==> config.mk <==
export PLATFORM = sky130hd
export DESIGN_NAME = tmds_word_aligner
export DESIGN_NICKNAME = d
export VERILOG_FILES = /design/src/rtl/tmds_pkg.sv /design/src/rtl/tmds_token_match.sv /design/src/rtl/tmds_word_aligner.sv
export SDC_FILE = /design/constraint.sdc
export NUM_CORES = 1
export LEC_CHECK = 0
export ABC_AREA = 1
export BUFFER_PORTS_ARGS = -buffer_cell sky130_fd_sc_hd__buf_2
export CAP_MARGIN = 30
export CELL_PAD_IN_SITES_DETAIL_PLACEMENT = 0
export CELL_PAD_IN_SITES_GLOBAL_PLACEMENT = 2
export CORE_MARGIN = 3
export CORE_UTILIZATION = 33
export DETAILED_ROUTE_END_ITERATION = 7
export PLACE_DENSITY_LB_ADDON = 0.05
export SYNTH_ARGS = -nofsm -noshare
export SYNTH_HDL_FRONTEND = slang
export SYNTH_SLANG_ARGS = --single-unit
==> constraint.sdc <==
create_clock -name clk_pixel -period 3.1 [get_ports clk_pixel]
set_input_delay 0 -clock clk_pixel [delete_from_list [all_inputs] [get_ports clk_pixel]]
set_output_delay 0 -clock clk_pixel [all_outputs]
set_load 0.01 [all_outputs]
==> src/rtl/tmds_pkg.sv <==
// Shared TMDS definitions: DVI control tokens, their {c1,c0} codes and the
// word-aligner state encoding.
package tmds_pkg;

  localparam logic [9:0] CTRL_TOKEN_00 = 10'b1101010100;
  localparam logic [9:0] CTRL_TOKEN_01 = 10'b0010101011;
  localparam logic [9:0] CTRL_TOKEN_10 = 10'b0101010100;
  localparam logic [9:0] CTRL_TOKEN_11 = 10'b1010101011;

  localparam logic [1:0] CTRL_00 = 2'b00;
  localparam logic [1:0] CTRL_01 = 2'b01;
  localparam logic [1:0] CTRL_10 = 2'b10;
  localparam logic [1:0] CTRL_11 = 2'b11;

  typedef enum logic {
    SEARCH = 1'b0,
    LOCKED = 1'b1
  } aligner_state_t;

endpackage

==> src/rtl/tmds_token_match.sv <==
// Combinational match of one 10-bit candidate against the four DVI control
// tokens; ctrl is the decoded {c1,c0} and is 0 when there is no hit.
module tmds_token_match
  import tmds_pkg::*;
(
  input  logic [9:0] word,
  output logic       hit,
  output logic [1:0] ctrl
);

  always_comb begin
    hit  = 1'b1;
    ctrl = CTRL_00;
    case (word)
      CTRL_TOKEN_00: ctrl = CTRL_00;
      CTRL_TOKEN_01: ctrl = CTRL_01;
      CTRL_TOKEN_10: ctrl = CTRL_10;
      CTRL_TOKEN_11: ctrl = CTRL_11;
      default:       hit  = 1'b0;
    endcase
  end

endmodule

==> src/rtl/tmds_word_aligner.sv <==
// TMDS receive word aligner: hunts for control tokens at all ten bit offsets,
// locks on a stable offset and barrel-shifts the raw stream into symbols.
module tmds_word_aligner
  import tmds_pkg::*;
#(
  parameter int LOCK_COUNT = 16,
  parameter int TIMEOUT    = 4096
) (
  input  logic       clk_pixel,
  input  logic       reset_n,
  input  logic [9:0] raw_word,
  input  logic       raw_valid,
  output logic [9:0] aligned_word,
  output logic       aligned_valid,
  output logic       ctrl_valid,
  output logic [1:0] ctrl,
  output logic       locked,
  output logic [3:0] offset
);

  localparam int RUN_W  = $clog2(LOCK_COUNT + 1);
  localparam int IDLE_W = $clog2(TIMEOUT + 1);
  localparam logic [RUN_W-1:0]  RUN_MAX  = RUN_W'(LOCK_COUNT);
  localparam logic [IDLE_W-1:0] IDLE_MAX = IDLE_W'(TIMEOUT);

  aligner_state_t    state, state_d;
  logic [9:0]        prev_word;
  logic [3:0]        cand, cand_d, cand_trk, offset_d;
  logic [RUN_W-1:0]  run_cnt, run_d, run_trk;
  logic [IDLE_W-1:0] idle_cnt, idle_d, idle_inc;
  logic              locked_d;

  // Stage p0: 20-bit window, parallel token search and aligned-symbol select
  logic [19:0] win_p0;
  logic [9:0]  hit_p0;
  logic [1:0]  ctrl_unused_p0 [10];
  logic [9:0]  align_p0;
  logic        align_hit_p0;
  logic [1:0]  align_ctrl_p0;
  logic [3:0]  first_p0;
  logic        any_hit_p0;

  assign win_p0     = {raw_word, prev_word};
  assign align_p0   = win_p0[offset +: 10];
  assign any_hit_p0 = |hit_p0;

  for (genvar k = 0; k < 10; k++) begin : g_match
    tmds_token_match u_match (
      .word (win_p0[k +: 10]),
      .hit  (hit_p0[k]),
      .ctrl (ctrl_unused_p0[k])
    );
  end

  tmds_token_match u_align_match (
    .word (align_p0),
    .hit  (align_hit_p0),
    .ctrl (align_ctrl_p0)
  );

  always_comb begin
    first_p0 = 4'd0;
    for (int k = 9; k >= 0; k--) begin
      if (hit_p0[k]) first_p0 = 4'(k);
    end
  end

  // Candidate/run tracking shared by SEARCH and the relock path of LOCKED
  always_comb begin
    cand_trk = cand;
    run_trk  = run_cnt;
    idle_inc = (idle_cnt == IDLE_MAX) ? idle_cnt : idle_cnt + 1'b1;
    if (!any_hit_p0) begin
      run_trk = '0;
    end else if (first_p0 == cand) begin
      run_trk = (run_cnt == RUN_MAX) ? run_cnt : run_cnt + 1'b1;
    end else begin
      cand_trk = first_p0;
      run_trk  = RUN_W'(1);
    end
  end

  always_comb begin
    state_d  = state;
    cand_d   = cand;
    run_d    = run_cnt;
    idle_d   = idle_cnt;
    offset_d = offset;
    locked_d = locked;
    if (raw_valid) begin
      case (state)
        SEARCH: begin
          cand_d = cand_trk;
          run_d  = run_trk;
          if (run_trk == RUN_MAX) begin
            offset_d = cand_trk;
            locked_d = 1'b1;
            state_d  = LOCKED;
            idle_d   = '0;
          end
        end
        LOCKED: begin
          if (hit_p0[offset]) begin
            idle_d = '0;
            run_d  = '0;
          end else begin
            cand_d = cand_trk;
            run_d  = run_trk;
            idle_d = idle_inc;
            // A completed relock takes priority over a timeout on the same word
            if (run_trk == RUN_MAX) begin
              offset_d = cand_trk;
              idle_d   = '0;
            end else if (idle_inc == IDLE_MAX) begin
              locked_d = 1'b0;
              state_d  = SEARCH;
              run_d    = '0;
            end
          end
        end
        default: state_d = SEARCH;
      endcase
    end
  end

  // Stage p1: registered state and aligned outputs
  always_ff @(posedge clk_pixel or negedge reset_n) begin
    if (!reset_n) begin
      state         <= SEARCH;
      prev_word     <= '0;
      cand          <= '0;
      run_cnt       <= '0;
      idle_cnt      <= '0;
      offset        <= '0;
      locked        <= 1'b0;
      aligned_word  <= '0;
      aligned_valid <= 1'b0;
      ctrl_valid    <= 1'b0;
      ctrl          <= '0;
    end else begin
      state         <= state_d;
      cand          <= cand_d;
      run_cnt       <= run_d;
      idle_cnt      <= idle_d;
      offset        <= offset_d;
      locked        <= locked_d;
      aligned_valid <= raw_valid;
      ctrl_valid    <= raw_valid & align_hit_p0;
      if (raw_valid) begin
        prev_word    <= raw_word;
        aligned_word <= align_p0;
        if (align_hit_p0) ctrl <= align_ctrl_p0;
      end
    end
  end

endmodule
==> Yosys cells after proc, flatten, opt, wreduce, memory -nomap -nowiden <==
Index checks and enable logic that the tools add are counted.
{ "word_totals": {"ff_bits": 52, "out_inout_bits": 19, "wordCells": 139} }
{ "op_classes": {"addsub": 2, "order_cmp": 1, "eq_ne": 53, "shift": 1, "n_mux": 53, "bitwise": 2, "n_reduce_logical": 16} }
{ "ops": {"columns": ["cell", "n"], "rows": [
  ["== test 10 bit (second input constant)", 22],
  ["== test 10 x 8 -> 1 bit (second input constant)", 11],
  ["== test 10 x 9 -> 1 bit (second input constant)", 11],
  ["two-way mux 4 bit", 15],
  ["two-way mux 13 bit", 4],
  ["OR reduction 4 bit", 11],
  ["two-way mux 5 bit", 6],
  ["== test 13 bit (second input constant)", 2],
  ["case mux 13 bit (2 select lines)", 1],
  ["two-way mux 1 bit", 20],
  ["indexed part select 20 x 5 -> 10 bit", 1],
  ["case mux 4 bit (2 select lines)", 2],
  ["adder 13 x 1 -> 13 bit (second input constant)", 1],
  ["== test 5 bit (second input constant)", 2],
  ["case mux 5 bit (2 select lines)", 1],
  ["OR reduction 10 bit", 1],
  ["!= test 2 bit (second input constant)", 3],
  ["case mux 2 bit (3 select lines)", 1],
  ["AND reduction 2 bit", 3],
  ["adder 5 x 1 -> 5 bit (second input constant)", 1],
  ["less-than comparator 4 x 5 -> 1 bit (second input constant)", 1],
  ["AND reduction 5 bit", 1],
  ["binary-select mux 1 bit (select 4 bit)", 1],
  ["== test 4 bit", 1],
  ["4 further kinds", 5]
]} }

==> Longest topological paths before layout <==
{ "logic_depth": {"depth_word": 20, "depth_mapped": 20, "depth_no_buf": 19} }

==> Hierarchy <==
Synthesis repeated with hierarchy kept, for this count alone.
{ "unflattened": {"cells_unflattened": 896, "hier_area_um2": 5109.9} }
{ "by_module_without_submodules": {"columns": ["module", "n_inst", "cells_each", "area_per_inst_um2", "seq_area_each_um2"], "rows": [
  ["tmds_word_aligner", 1, 555, 3664.8, 1301.2],
  ["tmds_token_match", 11, 31, 131.4, 0.0]
]} }

==> Worst setup path before layout <==
No wires, ideal clock.
{ "synth_path": {"kind": "register to register", "startpoint": "register prev_word[9]", "endpoint": "register idle_cnt[4]", "setup_ns": 0.118, "arrival_ns": 2.070, "required_time_ns": 2.982, "path_slack_ns": 0.912, "stages_incl_launch_ff": 20, "n_path_buf": 2, "period_less_slack_ns": 2.188, "cell_sequence": "dfrtp_1 -> buf_2 -> inv_2 -> nand2_1 -> nor2_1 -> nand3_1 -> nand2_1 -> nor2_4 -> nand2_2 -> xor2_2 -> inv_2 -> nor2_2 -> nand3b_1 -> nand2_2 -> nand2_1 -> nor2_2 -> nor2_2 -> buf_6 -> nand3b_1 -> nand2_1"} }
{ "synth_via": {"elab_chain_cells": 20, "elab_cells_between_ends": 82, "cone_classes": "eq/ne (43); mux (27); reduce/logical (12)"} }
{ "synth_lines": {"columns": ["item", "line", "text"], "rows": [
  ["from (decl)", "tmds_word_aligner.sv:27", "logic [9:0] prev_word;"],
  ["from (signal assigned)", "tmds_word_aligner.sv:150", "prev_word <= raw_word;"],
  ["== test 10 bit, or another cell as far along", "tmds_token_match.sv:14", "case (word)"],
  ["OR reduction 4 bit (no source line)", null, null],
  ["two-way mux 1 bit", "tmds_token_match.sv:14", null],
  ["two-way mux 4 bit (10 in a row)", "tmds_word_aligner.sv:64", "if (hit_p0[k]) first_p0 = 4'(k);"],
  ["== test 4 bit", "tmds_word_aligner.sv:75", "end else if (first_p0 == cand) begin"],
  ["two-way mux 5 bit", "tmds_word_aligner.sv:75", null],
  ["two-way mux 5 bit", "tmds_word_aligner.sv:73", "if (!any_hit_p0) begin"],
  ["== test 5 bit", "tmds_word_aligner.sv:95, tmds_word_aligner.sv:111", null],
  ["two-way mux 13 bit", "tmds_word_aligner.sv:111", "if (run_trk == RUN_MAX) begin"],
  ["two-way mux 13 bit", "tmds_word_aligner.sv:103", "if (hit_p0[offset]) begin"],
  ["case mux 13 bit (2 select lines)", "tmds_word_aligner.sv:91", "case (state)"],
  ["to (signal assigned)", "tmds_word_aligner.sv:144", "idle_cnt <= idle_d;"],
  ["to (decl)", "tmds_word_aligner.sv:30", "logic [IDLE_W-1:0] idle_cnt, idle_d, idle_inc;"]
]} }
Several ways; a longest one is shown, not always the timed one. The select of a mux whose other input is x is not followed.
A chain may end at the register's enable or synchronous reset.

==> Worst setup path in the final report <==
{ "layout_path": {"startpoint": "register prev_word[4]", "endpoint": "register idle_cnt[4]"} }
{ "layout_via": {"elab_chain_cells": 15, "elab_cells_between_ends": 47, "cone_classes": "eq/ne (23); mux (17); reduce/logical (7)"} }
{ "layout_lines": {"columns": ["item", "line"], "rows": [
  ["== test 10 bit, or another cell as far along", "tmds_token_match.sv:14"],
  ["OR reduction 4 bit (no source line)", null],
  ["two-way mux 1 bit", "tmds_token_match.sv:14"],
  ["two-way mux 4 bit (5 in a row)", "tmds_word_aligner.sv:64"],
  ["== test 4 bit", "tmds_word_aligner.sv:75"],
  ["two-way mux 5 bit", "tmds_word_aligner.sv:75"],
  ["two-way mux 5 bit", "tmds_word_aligner.sv:73"],
  ["== test 5 bit", "tmds_word_aligner.sv:95, tmds_word_aligner.sv:111"],
  ["two-way mux 13 bit", "tmds_word_aligner.sv:111"],
  ["two-way mux 13 bit", "tmds_word_aligner.sv:103"],
  ["case mux 13 bit (2 select lines)", "tmds_word_aligner.sv:91"]
]} }
Several ways; a longest one is shown, not always the timed one. The select of a mux whose other input is x is not followed.

==> results.md <==
* Status: finished, final reports clean
* Die Ht at 120 µm
* Vias at 4534
* Unrepaired setup endpoints after global routing: false
* Fin crit period at 2.72 ns
* Post-Layout Cell Count at 900
* Number of buffers created by CTS at 5
* Die W at 120 µm
* Gr usage total at 0.194
* Initial DRC count at 343
* Layout net count at 744
* Largest net degree at the start of global routing at 36
* Remaining Overflow, GRT at 0
* Distinct cell type count after synthesis at 39
* Core area at 12700 µm²
* CTS tree: done
* Worst slew pin tran at 0.780 ns
* Worst rel slew slack at 0.480
* Placed cell count at 884
* Via density at 5.04
* Vias in the first global route at 4308
* Worst EP required at 3.29 ns
* Fmax achieved at 0.368 GHz
* Ys Warns at 0
* Worst hold path class: in -> reg
* Synthesis-stage register bit count at 52
* Initial antenna violation count at 0
* Worst setup SP type: register
* DIE AREA at 14500 µm²
* Clock slew seen by the registers of the worst setup and hold paths at 0.08 ns
* Clock Latency Late Sink at 0.31 ns
* Syn avg cell area at 6.18 µm²
* Pins over their slew limit at 0
* CP Data Arrival Time at 2.91 ns
* Final wirelength at 13.4 mm
* Fin crit share at 0.877
* Wire per inst at 14.9 µm
* Fraction of layout cells with a size suffix above 1 at 0.115
* Worst Skew at 0.0100 ns
* Max Cap Viol at 0
* Kind of critical path: reg -> reg
* Global-route wire length before repair at 22.5 mm
* Final HPWL DP at 10.4 mm
* Pre-Repair DR Iteration Count at 5
* Number of I/O port buffers at 31
* Post-route ant nets at 0
* I/O pins at 32
* Maximum VDD drop at 234 µV
* Final TNS setup at 0 ns
* Leak at 2.35 nW
* Crit path max fanout at 13
* Final hold slack at 0.0105 ns
* Clock buffer depth at 2
* Register area share after synthesis at 0.302
* Final hold viol count at 0
* Netlist Area Pre-Place at 4310 µm²
* CTS H-tree lvls at 2
* Crit. End Element: register
* CTS sink count at 52
* # DRC at 0
* CTS root buf: clkbuf_16
* GP Congestion at 0.883
* Effective utilization at floorplan at 0.340
* Syn Nets at 714
* Area grow syn2layout at 13.4%
* PD cells at 398 nW/µm²
* Cells after Synth at 697
* Final setup violation count at 0
* FF-to-FF setup slack at 0.38 ns
* ANT cells at 0
* # rows at 41
## metal layers
metal / part of all wire / global-route usage / vias up
li1: - / - / 2320
met5: 0 / 0 / -
met2: 0.43 / 0.301 / 114
met1: 0.51 / 0.287 / 2088
met3: 0.046 / 0.0290 / 12
met4: 0.014 / 0.0460 / 0
## what timing repair did
item                                   CTS  global route
hold buffers                             8             0
buffers inserted                         0             0
endpoints found under the hold margin   41             0
setup endpoints to repair                0             3
gates resized for setup                  0             2
## state kept, by name (all words and copies together) (netlist names)
name           flops
cand               4
prev_word         10
locked             1
ctrl               2
idle_cnt          13
offset             4
run_cnt            5
ctrl_valid         1
aligned_valid      1
state              1
aligned_word      10
## synth_stat cells, drive strengths merged
library cell  number  area, µm²
nor3              14       81.3
dfrtp             52       1300
o21ai             66        330
or2                4       25.0
mux2i              5       50.1
nand3b             7       52.6
o21a               1       7.51
a22oi              1       7.51
o22ai              1       6.26
nand2            219        837
buf               11       60.1
clkbuf            13       48.8
nor3b              1       7.51
o41ai              1       8.76
nor2              92        373
nor4               2       12.5
and2               1       6.26
o221ai             1       8.76
nand4             17        106
clkinv             4       15.0
a31oi              3       18.8
o211ai             7       52.6
xnor2              1       8.76
xor2              15        139
inv               71        267
nand3             75        380
ha                 4       50.1
a21oi              8       43.8
## per-stage QoR
step	util	power, mW	instance area (µm²)	setup slack, ns
2_1_floorplan	-	1.14	4310	0.912
6_report	0.385	1.94	4880	0.382
3_5_place_dp	0.365	1.30	4630	0.287
5_1_grt	0.385	2.09	4880	0.0847
3_3_place_gp	0.365	1.30	4630	0.271
4_1_cts	0.385	1.98	4870	0.280
## cell families (layout without fill, tap and decap cells)
| logic type | count (synthesis) | after routing | share of synthesized area |
|---|---|---|---|
| AO/OA/AOI/OAI | 89 | 89 | 0.112 |
| flip-flops | 52 | 52 | 0.302 |
| adder cells (fa/ha/maj) | 4 | 4 | 0.0116 |
| XOR/XNOR | 16 | 16 | 0.0343 |
| AND/OR/NAND/NOR | 432 | 432 | 0.437 |
| buffers and inverters | 99 | 130 | 0.0907 |
| multiplexers | 5 | 5 | 0.0116 |
## cell usage in the layout (no fill, tap or decap), types with 8 or more instances in the layout
master	instances
nand3_1	74
nor3_1	13
buf_2	31
nor2_2	8
inv_1	58
xor2_1	14
o21ai_0	62
inv_2	13
dlygate4sd3_1	8
buf_4	8
dfrtp_1	51
nor2_1	83
nand2_1	213
nand4_1	17
## critical path, cell delays in order, from the launching register on
cell and delay, ns:
dfrtp_1 0.51, inv_2 0.13, nand2_1 0.10, nor2_1 0.06, nand3_1 0.10, nand2_1 0.09, nor2_1 0.29, nand3_1 0.15
nand2_1 0.08, nand3_1 0.09, nor2_2 0.15, nand3b_1 0.11, nand2_2 0.12, nand2_1 0.08, nor2_2 0.14, nor2_2 0.04
buf_4 0.19, nand3b_1 0.10, nand2_1 0.06
## cell type report
cell class | count | area (µm²)
Sequential cell | 52 | 1300
Clock buffer | 5 | 125
Inverter | 75 | 282
Clock inverter | 3 | 42.5
Fill cell | 1446 | 7790
Multi-Input combinational cell | 546 | 2620
Timing Repair Buffer | 47 | 295
Tap cell | 172 | 215
## power by group
group	total (mW)	leakage (nW)	internal [mW]	switching, mW
registers	0.814	0.678	0.741	0.0726
clock network	0.654	0.0798	0.380	0.274
logic	0.475	1.59	0.165	0.310
total	1.94	2.35	1.29	0.657
## path summary, 6_finish.rpt
path | end | from | cells past startpoint
max | idle_cnt[4] | prev_word[4] | 18
min | prev_word[5] | raw_word[5] | 3
max reg2reg | idle_cnt[4] | prev_word[4] | 18
min reg2reg | aligned_word[2] | aligned_word[2] | 2
max in group asynchronous | offset[0] | reset_n | 3
min in group asynchronous | aligned_word[4] | reset_n | 2
(Power assumes the default switching activity.)
